## src/rtl/restoring_divider_4bit.sv

```systemverilog
// Sequential unsigned restoring divider: one shift-subtract iteration per clock,
// start/busy/done handshake, quotient of all ones when the divisor is zero.
module restoring_divider_4bit #(
    parameter int WIDTH = 4
) (
    input  logic             clk,
    input  logic             rst_n,
    input  logic             start,
    input  logic [WIDTH-1:0] dividend,
    input  logic [WIDTH-1:0] divisor,
    output logic [WIDTH-1:0] quotient,
    output logic [WIDTH-1:0] remainder,
    output logic             busy,
    output logic             done,
    output logic             div_by_zero
);

    localparam int CW = $clog2(WIDTH + 1);

    typedef enum logic [1:0] {
        IDLE = 2'd0,
        CALC = 2'd1,
        DONE = 2'd2
    } state_t;

    state_t           state_reg, state_next;
    logic [WIDTH-1:0] q_reg, q_next;
    logic [WIDTH-1:0] d_reg, d_next;
    // The top bit of the partial remainder is always zero after an iteration,
    // so only the low WIDTH bits are stored; S and T are still WIDTH+1 bits.
    logic [WIDTH-1:0] r_reg, r_next;
    logic [CW-1:0]    cnt_reg, cnt_next;
    logic             dbz_reg, dbz_next;

    logic [WIDTH:0]   sub_a;
    logic [WIDTH:0]   sub_b;
    logic [WIDTH-1:0] sub_diff;
    logic             sub_borrow;

    assign sub_a = {r_reg, q_reg[WIDTH-1]};
    assign sub_b = {1'b0, d_reg};

    // Ripple borrow subtractor built from full-subtractor cells.
    always_comb begin
        logic bw;
        bw       = 1'b0;
        sub_diff = '0;
        for (int i = 0; i <= WIDTH; i++) begin
            if (i < WIDTH) begin
                sub_diff[i] = sub_a[i] ^ sub_b[i] ^ bw;
            end
            bw = (~sub_a[i] & sub_b[i]) | (~(sub_a[i] ^ sub_b[i]) & bw);
        end
        sub_borrow = bw;
    end

    always_ff @(posedge clk or negedge rst_n) begin
        if (!rst_n) begin
            state_reg <= IDLE;
            q_reg     <= '0;
            d_reg     <= '0;
            r_reg     <= '0;
            cnt_reg   <= '0;
            dbz_reg   <= 1'b0;
        end else begin
            state_reg <= state_next;
            q_reg     <= q_next;
            d_reg     <= d_next;
            r_reg     <= r_next;
            cnt_reg   <= cnt_next;
            dbz_reg   <= dbz_next;
        end
    end

    always_comb begin
        state_next = state_reg;
        q_next     = q_reg;
        d_next     = d_reg;
        r_next     = r_reg;
        cnt_next   = cnt_reg;
        dbz_next   = dbz_reg;
        busy       = 1'b0;
        done       = 1'b0;
        case (state_reg)
            IDLE: begin
                if (start) begin
                    d_next   = divisor;
                    cnt_next = '0;
                    if (divisor == '0) begin
                        q_next     = '1;
                        r_next     = dividend;
                        dbz_next   = 1'b1;
                        state_next = DONE;
                    end else begin
                        q_next     = dividend;
                        r_next     = '0;
                        dbz_next   = 1'b0;
                        state_next = CALC;
                    end
                end
            end
            CALC: begin
                busy   = 1'b1;
                q_next = {q_reg[WIDTH-2:0], ~sub_borrow};
                r_next = sub_borrow ? sub_a[WIDTH-1:0] : sub_diff;
                cnt_next = cnt_reg + 1'b1;
                if (cnt_reg == CW'(WIDTH - 1)) begin
                    state_next = DONE;
                end
            end
            DONE: begin
                done       = 1'b1;
                state_next = IDLE;
            end
            default: begin
                state_next = IDLE;
            end
        endcase
    end

    assign quotient    = q_reg;
    assign remainder   = r_reg;
    assign div_by_zero = dbz_reg;

endmodule

```

## config.mk

```make
export PLATFORM = sky130hd
export DESIGN_NAME = restoring_divider_4bit
export DESIGN_NICKNAME = d
export VERILOG_FILES = /design/src/rtl/restoring_divider_4bit.sv
export SDC_FILE = /design/constraint.sdc
export NUM_CORES = 1
export LEC_CHECK = 0
export CAP_MARGIN = 15
export CELL_PAD_IN_SITES_DETAIL_PLACEMENT = 0
export CELL_PAD_IN_SITES_GLOBAL_PLACEMENT = 1
export CORE_ASPECT_RATIO = 0.75
export CORE_MARGIN = 1
export CORE_UTILIZATION = 40
export DETAILED_ROUTE_END_ITERATION = 12
export DONT_BUFFER_PORTS = 1
export PLACE_DENSITY_LB_ADDON = 0.1
export SLEW_MARGIN = 20
export SYNTH_ARGS = -nofsm -noshare
export SYNTH_HDL_FRONTEND = slang
export SYNTH_SLANG_ARGS = --single-unit
```

## constraint.sdc

```tcl
create_clock -name clk -period 3.1 [get_ports clk]
set_input_delay 0.62 -clock clk [delete_from_list [all_inputs] [get_ports clk]]
set_output_delay 0.62 -clock clk [all_outputs]
set_load 0.005 [all_outputs]
```

; Word level (Yosys, flattened, before mapping)
; Index checks and enable logic that the tools add are counted.
; W data, S select, Z words.
[word_totals]
regBits = 18
input_bits = 11
output_inout_bits = 11
[classes]
add_sub_neg = 1
eq_ne = 5
n_mux = 16
bitwise = 27
reduce_logical = 6
[ops]
columns = cell, count
row1 = $mux W4, 5
row2 = $pmux W4 S2, 2
row3 = $not A1 Y1, 9
row4 = $and A1 B1 Y1, 8
row5 = $xor A1 B1 Y1, 7
row6 = $mux W2, 3
row7 = $pmux W3 S2, 1
row8 = $reduce_and A2 Y1, 3
row9 = $logic_not A4 Y1, 1
row10 = $ne A2 B2 Y1 const B, 2
row11 = $pmux W2 S2, 1
row12 = $add A3 B1 Y3 const B, 1
row13 = $eq A3 B2 Y1 const B, 1
row14 = $mux W1, 3
row15 = $mux W3, 1
row16 = $or A1 B1 Y1, 3
row17 = $eq A2 B1 Y1 const B, 1
row18 = $eq A2 B2 Y1 const B, 1
row19 = $logic_not A2 Y1, 1
row20 = $reduce_bool A2 Y1, 1

; Longest topological paths before layout
[depth]
ltp_word = 11
depth_mapped = 8
mapped_depth_nobuf = 8

; Worst setup path after synthesis
; No wires, ideal clock.
[synth_path]
kind = register to register
startpoint = register q_reg[3], in the netlist quotient[3]
endpoint = register r_reg[0], in the netlist remainder[0]
setup_time_ps = 92
arrival_time_ps = 2242
required_ps = 3008
path_slack_ps = 766
path_stages_with_launch = 9
n_path_buf = 0
period_less_slack_ps = 2334
path_cell_list = dfrtp_1 > inv_1 > ha_1 > fa_1 > fa_1 > fa_1 > nor3b_1 > a211o_1 > o31ai_2
[synth_between]
elab_chain_cells = 11
elab_cells_between_ends = 12
cone_classes = mux: 2 / bitwise: 10
[synth_lines]
columns = element, line_no
row1 = from (decl), 27  ; logic [WIDTH-1:0] q_reg, q_next;
row2 = from (signal assigned), 67  ; q_reg <= q_next;
row3 = $not A1 Y1, 52  ; bw = (~sub_a[i] & sub_b[i]) | (~(sub_a[i] ^ sub_b[i]) & bw);
row4 = $and A1 B1 Y1 (2 in series), 52
row5 = $or A1 B1 Y1, 52
row6 = $and A1 B1 Y1, 52
row7 = $or A1 B1 Y1, 52
row8 = $and A1 B1 Y1, 52
row9 = $or A1 B1 Y1, 52
row10 = $and A1 B1 Y1, 52
row11 = $mux W4 *, 105  ; r_next = sub_borrow ? sub_a[WIDTH-1:0] : sub_diff;
row12 = $pmux W4 S2 *, 84  ; case (state_reg)
row13 = to (signal assigned), 69  ; r_reg <= r_next;
row14 = to (decl), 31  ; logic [WIDTH-1:0] r_reg, r_next;
; Every way passes the cells marked *; elsewhere a longest branch is shown, timed or not.
; A chain may end at the register's enable or synchronous reset.

; Worst setup path in the final report
[layout_path]
startpoint = register q_reg[3], in the netlist quotient[3]
endpoint = register r_reg[1], in the netlist remainder[1]
[layout_between]
elab_chain_cells = 11
elab_cells_between_ends = 12
cone_classes = mux: 2 / bitwise: 10
[layout_lines]
columns = element, line_no
row1 = $not A1 Y1 *, 52
row2 = $and A1 B1 Y1 *, 52
row3 = $and A1 B1 Y1, 52
row4 = $or A1 B1 Y1, 52
row5 = $and A1 B1 Y1, 52
row6 = $or A1 B1 Y1, 52
row7 = $and A1 B1 Y1, 52
row8 = $or A1 B1 Y1, 52
row9 = $and A1 B1 Y1, 52
row10 = $mux W4 *, 105
row11 = $pmux W4 S2 *, 84
; Marks and branches as above.

==> metrics.cfg <==
[clocking]
clkTransAtPathRegs_ns=0.11
htree_num_levels=1
root_buffer=clkbuf_4
clk_latency_ns=0.30
cts_buffers=3
ctsResizeCount=0
cts_tree=built
clock_path_buffers=2
clock_sinks=18

[finish]
drive_gt1_frac=0.130
nNetsFinal=110
fin_util=0.462
area_growth_pct=7.11
antenna_cells=0

[placed_design]
place_hpwl_um=1560
portBuffers=0
routabilityCongestion=0.835

[power_and_ir_drop]
p_sw_uw=510
p_comb_frac=0.476
swShare=0.423
p_int_uw=694
p_leak_nw=0.457
worst_ir_drop_vdd_uv=503
clkPwrFrac=0.123
pwr-share-seq=0.400
cellPowerDensity_nw_per_um2=1120

[synth]
yosysTopAreaCellShare=0.449
ys_top_cells_by_area=dfrtp_1, fa_1, o31ai_2
synth_compound_area_frac=0.155
synth-seq-cells=18
syn_nets=107
synth-main-ff-cell=dfrtp_1
ys_seq_area_frac=0.449
yosys.area_share.adder=0.0973
yosysMostFrequentCell=dfrtp_1
synth.distinct_cells=26
synth_edf_count=0
synth_top_family_by_area=simple AND/OR/NAND/NOR gates
synthArstFlopShare=1.00
synth-simple-area-share=0.175
yosys-mux-area-fraction=0.0848
syn_avg_cell_area_um2=11.1
synth.top_cells.by_count=dfrtp_1, nand2_1, o21ai_1
syn_area_um2=1000
yosys_warnings=0
synth_xor_area_frac=0
synthCells=90
synth.largest_area_cell=dfrtp_1

[route]
via_per_inst=5.56
first_iter_violations=21
routed_wl_um=2190
vias=701
first_pass_iters=4
antenna_left=0
drc=0
wire_per_inst_um=17.3

[worst_setup_path]
cpLargestDelayFamily=adder cells
crit_chain=inv_1 -> ha_1 -> fa_1 -> fa_1 -> fa_1 -> nor3b_1 -> a211o_1 -> o31ai_2
cp_num_buf_inv=1
cpMaxStageDelayCell=dfrtp_1
worstReg2RegStart=quotient[3]$_DFFE_PN0P_
cp_common_cell=fa_1
critPathRequiredTime_ns=3.31
worstSetupPathType=reg2reg
path_max_fanout=5
end_kind=flop
r2r_cells=8
r2r-end=remainder[1]$_DFFE_PN0P_
slowest_delay_ns=0.43
r2r_slack_ns=0.54
cp-start-kind=flop
arrival_ns=2.77

[run_status]
status=finished, final reports clean

[global_route]
grt_pass1_wl_um=3650
use_met1=0.272
top_usage_layer=met2
grt_pass1_vias=697
grt_usage=0.193
grtUsageMet2=0.273
antenna_found_initial=0
use_met3=0.0881
grt_max_degree=19
grt_overflow_total=0

[worst_hold_path]
hold_path.class=in2reg
whs_endpoint=d_reg[1]$_DFFE_PN0P_
hold_start=divisor[1]
whs_path_depth=1

[floorplanning]
die_h_um=45.4
rows=15
die_area_um2=2720
coreArea_um2=2330
ioPinCount=22
initial_utilization=0.431
die_w_um=59.8

[job]
maxCapViolCount=0

[sta]
min_period_ns=2.56
slew_headroom=0.434
final.setup.tns_ns=0
hold_violations=0
rsz0062_at_grt=false
tightest_slew_ns=0.847
finClkSkew_ns=0.00859
final_max_slew_viol_count=0
min_period_over_period=0.825
fmax_mhz=391
setup_viol=0

## final cells by class
cell class                      instances  area [um2]
Fill cell                             233        1250
Clock buffer                            4        36.3
Sequential cell                        18         450
Timing Repair Buffer                    1        10.0
Tap cell                               34        42.5
Multi-Input combinational cell         63         513
Inverter                                6        22.5
## worst max path at each step
stage | cells past startpoint | endpoint | slack (ns) | from
2_1_floorplan | 8 | remainder[0]$_DFFE_PN0P_ | 0.77 | quotient[3]$_DFFE_PN0P_
3_3_place_gp | 8 | remainder[2]$_DFFE_PN0P_ | 0.66 | quotient[3]$_DFFE_PN0P_
5_1_grt | 8 | remainder[1]$_DFFE_PN0P_ | 0.43 | quotient[3]$_DFFE_PN0P_
3_5_place_dp | 8 | remainder[0]$_DFFE_PN0P_ | 0.61 | quotient[3]$_DFFE_PN0P_
4_1_cts | 8 | remainder[1]$_DFFE_PN0P_ | 0.55 | quotient[3]$_DFFE_PN0P_
6_report | 8 | remainder[1]$_DFFE_PN0P_ | 0.54 | quotient[3]$_DFFE_PN0P_
## cell usage in the layout, fill, tap and decap left out, drive strengths merged, types with 3 or more instances in the layout
master / instances
nand2: 7
fa: 3
o31ai: 4
nor3: 4
nand2b: 4
o21ai: 10
mux2: 4
a211o: 4
inv: 6
ha: 3
clkbuf: 4
nand3: 3
dfrtp: 18
nor3b: 4
mux2i: 4
## through the flow
stage	hold WS (ns)	power, mW	worst slack (ns)	cell area [um2]	cells
after floorplan	0.324	0.928	0.766	1000	90
after detailed placement	0.325	1.05	0.614	1030	121
after CTS	0.441	1.22	0.554	1070	126
after global placement	0.325	1.06	0.660	1030	121
after global routing	0.445	1.33	0.426	1070	126
final	0.453	1.20	0.542	1070	126
## power groups by stage
| stage | clock (mW) | sequential [mW] | combinational (mW) |
|---|---|---|---|
| after detailed placement | 0 | 0.489 | 0.565 |
| after floorplan | 0 | 0.448 | 0.480 |
| final | 0.148 | 0.482 | 0.573 |
| after CTS | 0.153 | 0.483 | 0.586 |
| after global routing | 0.162 | 0.504 | 0.669 |
| after global placement | 0 | 0.486 | 0.572 |
## what timing repair did
action | 4_1_cts | 5_1_grt
hold buffers | 1 | 0
buffers inserted | 0 | 0
hold endpoints to repair | 18 | 0
## layer usage
layer  vias to the layer above  routed length (um)
met5                         -                   0
met4                         0                  14
li1                        326                   -
met3                         2                 171
met2                        21                 943
met1                       352                1060
## worst register-to-register path, cell delays in order, from the launching register on
cell and delay, ns:
dfrtp_1 0.43, inv_1 0.06, ha_1 0.21, fa_1 0.40, fa_1 0.39, fa_1 0.43, nor3b_1 0.18, a211o_1 0.29
o31ai_2 0.07
## cells by family after synthesis
family                   Yosys count
AO/OA/AOI/OAI                     21
adder cells (fa/ha/maj)            6
buffers and inverters              9
flip-flops                        18
multiplexers                       8
AND/OR/NAND/NOR                   28
(Power assumes the default switching activity.)
